`config.mk`:
```
export PLATFORM = sky130hd
export DESIGN_NAME = mem_arbiter
export DESIGN_NICKNAME = d
export VERILOG_FILES = /design/src/rtl/beta_pkg.sv /design/src/rtl/mem_arbiter.sv
export SDC_FILE = /design/constraint.sdc
export NUM_CORES = 1
export LEC_CHECK = 0
export CORE_MARGIN = 2
export CORE_UTILIZATION = 45
export DETAILED_ROUTE_END_ITERATION = 8
export GPL_TIMING_DRIVEN = 0
export PLACE_DENSITY = 0.85
export SLEW_MARGIN = 20
export SYNTH_ARGS = -nofsm -noshare
export SYNTH_HDL_FRONTEND = slang
export SYNTH_SLANG_ARGS = --single-unit
```
`constraint.sdc`:
```
create_clock -name clk -period 4 [get_ports clk]
set_input_delay 0.4 -clock clk [delete_from_list [all_inputs] [get_ports clk]]
set_output_delay 0.4 -clock clk [all_outputs]
set_load 0.01 [all_outputs]
```
`src/rtl/beta_pkg.sv`:
```
// Shared definitions for the memory arbiter: FSM state encoding and the default
// completion timeout.
package beta_pkg;

   typedef enum logic [2:0] {
      IDLE = 3'd0,
      IRD  = 3'd1,
      DRD  = 3'd2,
      DWR  = 3'd3,
      RESP = 3'd4
   } arb_state_t;

   localparam int TIMEOUT_DEFAULT = 255;

endpackage

```
`src/rtl/mem_arbiter.sv`:
```
// Two-port (instruction fetch / data) arbiter onto one shared memory bus, one
// transaction at a time. Define MEM_ARBITER_RR_EN for round-robin; default is data priority.
module mem_arbiter
   import beta_pkg::*;
#(
   parameter int AW      = 32,
   parameter int DW      = 32,
   parameter int TIMEOUT = TIMEOUT_DEFAULT
) (
   input  logic          clk,
   input  logic          reset,
   input  logic          iReq,
   input  logic [AW-1:0] iAddr,
   output logic          iAck,
   output logic [DW-1:0] iRdata,
   input  logic          dReq,
   input  logic          dWe,
   input  logic [AW-1:0] dAddr,
   input  logic [DW-1:0] dWdata,
   output logic          dAck,
   output logic [DW-1:0] dRdata,
   output logic          memRead,
   output logic          memWrite,
   output logic [AW-1:0] memAddr,
   output logic [DW-1:0] memWriteData,
   input  logic          memReadReady,
   input  logic          memWriteDone,
   input  logic [DW-1:0] memReadData,
   output logic          err,
   output arb_state_t    dbgState
);

   localparam logic [7:0] WAIT_LIMIT = 8'(TIMEOUT);

   // Handshake: a requester raises req with stable address/data and holds them
   // until it sees its ack pulse; the arbiter only samples requests in IDLE.
   arb_state_t state;
   logic [7:0] wait_cnt;
   logic       grant_d;
   logic       resp_data;
   logic       timed_out;

`ifdef MEM_ARBITER_RR_EN
   logic last_d;

   // On a tie the port that did not win last time goes first.
   assign grant_d = dReq & (~iReq | ~last_d);

   always_ff @(posedge clk or negedge reset) begin
      if (!reset) begin
         last_d <= 1'b0;
      end else if (state == IDLE && (iReq || dReq)) begin
         last_d <= grant_d;
      end
   end
`else
   assign grant_d = dReq;
`endif

   assign dbgState = state;

   always_ff @(posedge clk or negedge reset) begin
      if (!reset) begin
         state        <= IDLE;
         memRead      <= 1'b0;
         memWrite     <= 1'b0;
         memAddr      <= '0;
         memWriteData <= '0;
         iAck         <= 1'b0;
         dAck         <= 1'b0;
         err          <= 1'b0;
         iRdata       <= '0;
         dRdata       <= '0;
         wait_cnt     <= '0;
         resp_data    <= 1'b0;
         timed_out    <= 1'b0;
      end else begin
         case (state)
            IDLE: begin
               if (iReq || dReq) begin
                  wait_cnt  <= '0;
                  timed_out <= 1'b0;
                  resp_data <= grant_d;
                  if (grant_d) begin
                     memAddr <= dAddr;
                     if (dWe) begin
                        memWrite     <= 1'b1;
                        memWriteData <= dWdata;
                        state        <= DWR;
                     end else begin
                        memRead <= 1'b1;
                        state   <= DRD;
                     end
                  end else begin
                     memAddr <= iAddr;
                     memRead <= 1'b1;
                     state   <= IRD;
                  end
               end
            end

            IRD, DRD: begin
               if (memReadReady) begin
                  memRead <= 1'b0;
                  if (state == IRD) iRdata <= memReadData;
                  else              dRdata <= memReadData;
                  state <= RESP;
               end else begin
                  wait_cnt <= wait_cnt + 8'd1;
                  if (wait_cnt + 8'd1 == WAIT_LIMIT) begin
                     memRead   <= 1'b0;
                     timed_out <= 1'b1;
                     state     <= RESP;
                  end
               end
            end

            DWR: begin
               if (memWriteDone) begin
                  memWrite <= 1'b0;
                  state    <= RESP;
               end else begin
                  wait_cnt <= wait_cnt + 8'd1;
                  if (wait_cnt + 8'd1 == WAIT_LIMIT) begin
                     memWrite  <= 1'b0;
                     timed_out <= 1'b1;
                     state     <= RESP;
                  end
               end
            end

            // First RESP cycle raises the ack; the second cycle presents it and
            // returns to IDLE, so the requester can drop req before the next grant.
            RESP: begin
               if (!(iAck || dAck)) begin
                  iAck <= ~resp_data;
                  dAck <= resp_data;
                  err  <= timed_out;
               end else begin
                  iAck  <= 1'b0;
                  dAck  <= 1'b0;
                  err   <= 1'b0;
                  state <= IDLE;
               end
            end

            default: state <= IDLE;
         endcase
      end
   end

endmodule

```
Word level (Yosys, flattened, before mapping). Cells that the tools add are included.

Output and inout bits: 136. Register bits: 146. Logic and storage cells: 77. Input port bits: 135.

Reductions and logical operators: 15. Add/subtract/negate cells: 1. Eq/ne operators: 14. Bitwise gates (word level): 2. Mux-type cells: 32.

Operator list (count): 32-bit 2-to-1 mux (1); 8-bit 2-to-1 mux (3); 8-bit case mux with 3 select lines (1); 3-bit 2-to-1 mux (6); 1-bit 2-to-1 mux (17); 2-bit != test, second input constant (6); 3-bit case mux with 4 select lines (1); 4-bit AND reduction (3); 3-bit != test, second input constant (3); 8-bit by 1-bit adder with 8-bit output, second input constant (1); 8-bit equality test, second input constant (1); 3-bit by 2-bit equality test with 1-bit output, second input constant (2); 3-bit AND reduction (2); 5-bit AND reduction (1); 1-bit case mux with 2 select lines (2); 2-bit AND reduction (2); 2-bit nonzero test (2); 3-bit by 1-bit equality test with 1-bit output, second input constant (1); 3-bit equality test, second input constant (1); 3-bit zero test (1); 1-bit case mux with 3 select lines (1); 3-bit nonzero test (1); 1-bit logical OR (2); 1-bit NOT (2); 2-bit OR reduction (1).

Logic depth before layout (Yosys ltp). Gate-level depths: netlist of the first run.

Word-level depth: 5. Gate-level depth with buffers: 6.

Worst setup path before layout of the first run. Ideal clock, no wire load.

Kind: reg2reg. From: register wait_cnt[1]. To: register state[0], in the netlist dbgState[0]. Library setup time: 0.146 ns. Cell stages (with the launch flop): 6. Required time: 3.854 ns. Data arrival time: 1.549 ns. Path slack: 2.304 ns. Buffers on the path: 0. Cell sequence: dfrtp_1 ha_1 and3_1 mux2_2 a221oi_1 a221oi_1.

Cells in the longest elaborated chain, start to end: 5. Elaborated cells between the ends (all ways): 6. Those cells by class: 1 x add/sub; 1 x eq/ne; 4 x mux.

Ends and longest elaborated chain: start, declared (line mem_arbiter.sv:38) `logic [7:0] wait_cnt;`; start signal, assigned (line mem_arbiter.sv:109) `wait_cnt <= wait_cnt + 8'd1;`; start signal, assigned (line mem_arbiter.sv:123) `wait_cnt <= wait_cnt + 8'd1;`; 8-bit by 1-bit adder with 8-bit output (*) (line mem_arbiter.sv:110, mem_arbiter.sv:124); 8-bit equality test (*) (line mem_arbiter.sv:110, mem_arbiter.sv:124); 3-bit 2-to-1 mux (*); 3-bit 2-to-1 mux (on tied branches); 3-bit case mux with 4 select lines (*); end signal, assigned (line mem_arbiter.sv:107) `state <= RESP;`; end signal, assigned (line mem_arbiter.sv:113) `state <= RESP;`; end signal, assigned (line mem_arbiter.sv:127) `state <= RESP;`; end, declared (line mem_arbiter.sv:37) `arb_state_t state;`.

Mark *: on every way between the ends. The rest lies on a longest branch, timed or not. A chain may end at the register's enable or synchronous reset.

Worst setup path in the final report of the first run. Ends and elaborated chain as after synthesis.

==> impl_metrics.yaml, run 1 <==
outcome:
  status: "finished clean"
clock_tree:
  cts.htree.levels: 4
  clock_insertion_delay_worst_skew_ps: 410
  cts_buffers: 17
  cts_root_buffer: "clkbuf_16"
  tritoncts: "done"
  clk_pin_slew_worst_paths_ps: 60
  max-clock-path-buffers: 2
  clock_sinks: 146
  ctsResizeCount: 0
placed_design:
  dpl.cell_count: 915
  gp_congestion: 0.881
  port_buffers: 270
  dpl.hpwl_um: 13100
sta:
  hold_violations: 0
  period_minus_slack_ps: 2070
  max_freq_mhz: 482
  fin_crit_sh: 0.518
  finalSetupViolations: 0
  worstMarginPinSlew_ps: 676
  finalMaxSlewViolations: 0
  fin_hold_ws_ps: 481
  fin_worst_skew_ps: 9.31
  slew_headroom: 0.548
  rsz0062_at_grt: "no"
  tns_ps: 0
yosys:
  ys_warn_count: 0
  yosys.area_share.adder: 0.00409
  synth_mux_area_frac: 0.232
  async_flop_share: 1.00
  synthTopCellsByCount: "dfrtp_1, mux2_2, nand2_1"
  ys_types: 50
  synth_edf_count: 0
  yosys.cell_count.top_type: "dfrtp_1"
  synth_top_cell_area_share: 0.597
  synth-main-ff-cell: "dfrtp_1"
  yosysTopAreaCell: "dfrtp_1"
  syn_area_per_cell_um2: 13.1
  yosys.area_share.simple: 0.0626
  synth-seq-cells: 146
  yosysSeqAreaShare: 0.597
  syn-cell-area_um2: 6120
  synth_top_family_by_area: "multiplexers"
  synth_area_leaders: "dfrtp_1, mux2_2, mux2i_1"
  synth_compound_area_frac: 0.0761
  synth_cells: 468
  mappedNetlistNets: 605
  synth_xor_area_frac: 0.00286
layout:
  fin_cells: 947
  fin_nets: 896
  num_antenna_cells: 0
  area_growth_pct: 58.5
  post-route-util: 0.732
  multi_input_comb_area_um2: 2310
  fillers: 878
  ff_latch_area_um2: 3650
  drive_gt1_frac: 0.195
pwr:
  irDropWorstVdd_mv: 0.338
  p_per_area_nw_per_um2: 774
  power.leakage_nw: 4.14
setup_path:
  r2r_end: "dbgState[0]"
  arrival_ps: 2330
  worstPathCellList: "ha_1 > and3_1 > mux2_2 > a221oi_1 > a221oi_1"
  rr_worst_depth: 5
  cp_top_family: "compound AO/OA/AOI/OAI gates"
  r2r-start: "wait_cnt[1]"
  required_ps: 4260
  cpMostUsedCell: "a221oi_1"
  slowest_delay_ps: 450
  start_kind: "register"
  regToRegSetupSlack_ps: 1930
  path_max_fanout: 7
  endpoint_kind: "register"
  slowest_stage: "dfrtp_1"
  path_buf_inv: 0
  crit_type: "reg2reg"
route:
  first_pass_iters: 4
  drc: 0
  drt-total-wl_um: 17500
  avgViaCountPerCell: 5.18
  drtIter0Drc: 280
  ant_nets: 0
  vias: 4903
  routedWlPerCell_um: 18.5
hold_path:
  hold_end: "memAddr[5]"
  whs_path_depth: 2
  hold_class: "reg2reg"
  min-delay-start: "memAddr[5]"
floorplan:
  fp.dieW_um: 121
  ios: 271
  rows: 42
  fp.dieH_um: 121
  start_util: 0.462
  core-area_um2: 13200
  dieArea_um2: 14500
global_route:
  grt_pass1_wl_um: 27300
  grt_max_degree: 90
  grt_use_total: 0.244
  grt.overflow.total: 0
  grt_pass1_vias: 5153
  antenna_found_initial: 0
run:
  cap_violations: 0
[through the flow]
| stage | setup WS (ps) | instance area, µm² | power, mW |
|---|---|---|---|
| after floorplan | 2300 | 6120 | 3.96 |
| after global routing | 1830 | 9700 | 7.90 |
| after CTS | 1980 | 9700 | 7.56 |
| after global placement | -2930 | 9040 | 5.74 |
| after detailed placement | 1600 | 9070 | 5.89 |
| final | 1930 | 9700 | 7.50 |
[layout by cell type (no fill, tap or decap), types with 2 or more instances in the layout]
cell,Yosys,final
buf_4,2,2
mux2i_1,33,33
and3_1,3,3
clkinvlp_4,0,2
a21oi_1,4,4
o22ai_1,2,2
nand2_1,47,47
nor3_2,3,3
nor3_1,3,3
a221oi_1,2,2
bufinv_16,0,3
nand3b_1,2,2
mux2_1,3,3
clkdlybuf4s50_1,0,269
o21ai_0,38,38
a31oi_1,9,9
a22o_1,2,2
mux2_2,94,94
clkinv_2,0,3
ha_1,2,2
xnor2_1,2,2
inv_1,9,9
nor2_1,6,6
clkbuf_16,0,17
nand3_1,6,6
clkbuf_8,0,4
buf_2,14,14
clkbuf_1,8,9
o211ai_1,2,2
dfrtp_1,146,146
[routing by layer]
metal  part of all wire  global-route usage
met3              0.061              0.0618
met2               0.54               0.439
met1               0.37               0.276
met5                  0                   0
met4              0.028               0.102
[where the power goes]
| group | internal [mW] | switching [mW] |
|---|---|---|
| Combinational | 1.91 | 1.37 |
| Clock | 1.04 | 0.582 |
| Sequential | 2.19 | 0.415 |
| Total | 5.14 | 2.37 |
[worst max-delay path by stage]
stage | start | endpoint | slack (ps) | cells past startpoint
5_1_grt | wait_cnt[1] | dbgState[0] | 1830 | 5
4_1_cts | wait_cnt[1] | dbgState[0] | 1980 | 5
3_5_place_dp | memReadReady | dRdata[22] | 1600 | 5
6_report | wait_cnt[1] | dbgState[0] | 1930 | 5
3_3_place_gp | reset | dRdata[2] | -2930 | 1
2_1_floorplan | wait_cnt[1] | dbgState[0] | 2300 | 5
[area by class of cell]
| cell class | instances | area share |
|---|---|---|
| flip-flops and latches | 146 | 0.377 |
| repair buffers | 272 | 0.283 |
| multi-input cells | 288 | 0.239 |
| clock buffers | 22 | 0.0499 |
| well taps | 176 | 0.0227 |
| clock inverters | 9 | 0.0133 |
| plain buffers | 24 | 0.0119 |
| inverters | 10 | 0.00387 |
[registers in the layout, summed over array words and instances (netlist names), 3 cells and up]
register	flops
memAddr	32
dRdata	32
memWriteData	32
wait_cnt	8
iRdata	32
dbgState	3
[timing repair]
action,CTS,global route
hold buffers,1,0
hold endpoints to repair,57,0
setup buffers,0,0
[cells by family (layout without fill, tap and decap cells)]
group / after synthesis / in the layout
DFF: 146 / 146
muxes: 130 / 130
and+or+nand+nor: 80 / 80
AOI/OAI and AO/OA: 74 / 74
buffers and inverters: 34 / 337
adders and majority gates: 2 / 2
xor gates and xnor gates: 2 / 2
[tightest hold or removal path, delay by kind of cell, from the launching register on]
kind / cells / cell delay [ps]
simple gates: 1 / 40
flops: 1 / 340
compound gates: 1 / 60
Note: power is estimated with default switching activity, not from simulation.
==> inputs of run 2 (changes only) <==
CORE_UTILIZATION = 38   (was 45)
PLACE_DENSITY = 0.77   (was 0.85)
clock period = 1.9 ns   (was 4 ns; I/O delays follow)
==> run 2 against run 1 <==
Effect of this change:
- worst setup slack worse by 1900 ps
- via count decreased by 1.7%
- routed wire length fell by 0.60%
- global-route usage shrank 4.4 points
- non-clock buffer count increased by 2
- critical path type unchanged
- highest routed layer unchanged
==> impl_metrics.yaml, run 2 (synthesis results as in run 1) <==
sta:
  fin_crit_sh: 0.960
  setup_ws_ps: 76.2
  worstMarginPinSlew_ps: 615
  slew_headroom: 0.590
  finalSetupViolations: 0
  finalMaxSlewViolations: 0
  rsz0062_at_grt: "no"
  fin_worst_skew_ps: 9.08
  max_freq_mhz: 548
  period_minus_slack_ps: 1820
  hold_violations: 0
layout:
  num_antenna_cells: 0
  fin_cells: 990
  area_growth_pct: 60.6
  final_cell_mix: "clkdlybuf4s50_1, dfrtp_1, mux2_2"
  drive_gt1_frac: 0.205
  layout_commonest_cell: "clkdlybuf4s50_1"
  fin_nets: 898
setup_path:
  slowest_stage: "dfrtp_1"
  required_ps: 2190
  slowest_delay_ps: 470
  start_kind: "register"
  worstPathCellList: "buf_4 > nand2_1 > nor3_4 > clkbuf_4 > mux2_2"
  endpoint_kind: "register"
  path_max_fanout: 10
  crit_type: "reg2reg"
  arrival_ps: 2120
clock_tree:
  cts.htree.levels: 4
  max-clock-path-buffers: 2
  clock_insertion_delay_worst_skew_ps: 410
  clock_sinks: 146
  clk_pin_slew_worst_paths_ps: 60
  cts_root_buffer: "clkbuf_16"
  cts_buffers: 17
  tritoncts: "done"
global_route:
  grt_pass1_vias: 4996
  grt.overflow.total: 0
  grt_use_total: 0.201
  grt_pass1_wl_um: 26200
  grt_max_degree: 82
  antenna_found_initial: 0
route:
  drc: 0
  ant_nets: 0
  avgViaCountPerCell: 4.87
  vias: 4820
  drtIter0Drc: 198
  routedWlPerCell_um: 17.6
  drt-total-wl_um: 17400
  first_pass_iters: 4
pwr:
  irDropWorstVdd_mv: 0.712
  finalPower_mw: 15.9
  power.leakage_nw: 4.16
  p_per_area_nw_per_um2: 1620
floorplan:
  core-area_um2: 15800
  ios: 271
  fp.dieH_um: 131
  dieArea_um2: 17100
  start_util: 0.387
  rows: 46
  fp.dieW_um: 131
placed_design:
  dpl.cell_count: 955
  gp_congestion: 0.841
  dpl.hpwl_um: 13500
  place_ws_ps: -365
  port_buffers: 270
hold_path:
  hold_class: "in2async"
outcome:
  status: "finished clean"
run:
  cap_violations: 0
[run 2: through the flow]
stage	util	hold WS [ps]	area (µm²)	TNS, ps
final	0.621	343	9830	0
after global routing	0.621	373	9830	0
after CTS	0.618	371	9780	0
after detailed placement	0.577	204	9130	-25100
after global placement	0.574	468	9090	-716240
after floorplan	-	-106	6120	0
[run 2: worst max-delay path: cells and delay by family (launching register included)]
kind / cells / cell delay [ps]
buffers and inverters: 2 / 520
flip-flops: 1 / 470
multiplexers: 1 / 360
AND/OR/NAND/NOR: 2 / 360
[run 2: layout make-up]
cell class                      count  area, µm²
Multi-Input combinational cell    288       2350
Buffer                             24        131
Timing Repair Buffer              274       2760
Clock buffer                       19        453
Inverter                           10       37.5
Sequential cell                   146       3650
Clock inverter                     13        173
Tap cell                          216        270
Fill cell                        1219       6000
[run 2: worst paths after layout]
kind                             start               end  slack [ps]  cells past startpoint
max                        dbgState[0]        iRdata[26]          80                      5
min                              reset        dRdata[16]         340                      2
max reg2reg                dbgState[0]        iRdata[26]          80                      5
min reg2reg                 memAddr[9]        memAddr[9]         480                      2
max in group asynchronous        reset       wait_cnt[1]         830                      3
min in group clk            dWdata[16]  memWriteData[16]         390                      2
[run 2: timing repair]
| action | in CTS | in global routing |
|---|---|---|
| hold buffers | 1 | 0 |
| pin swaps | 0 | 1 |
| endpoints found under the hold margin | 80 | 0 |
| buffers inserted | 0 | 2 |
| setup endpoints to repair | 37 | 96 |
| resized for setup | 4 | 15 |
[run 2: metal layers]
| metal | share of wire | GRT usage | up-vias | routed length [µm] |
|---|---|---|---|---|
| met4 | 0.032 | 0.0826 | 0 | 551 |
| met3 | 0.043 | 0.0472 | 41 | 758 |
| li1 | - | - | 2263 | - |
| met2 | 0.54 | 0.365 | 150 | 9460 |
| met1 | 0.38 | 0.226 | 2366 | 6670 |
| met5 | 0 | 0 | - | 0 |
[run 2: power breakdown]
part	leakage, nW	internal [mW]	switching [mW]
Clock	0.298	2.15	1.31
Combinational	2.09	4.07	2.93
Sequential	1.77	4.60	0.852
Total	4.16	10.8	5.09
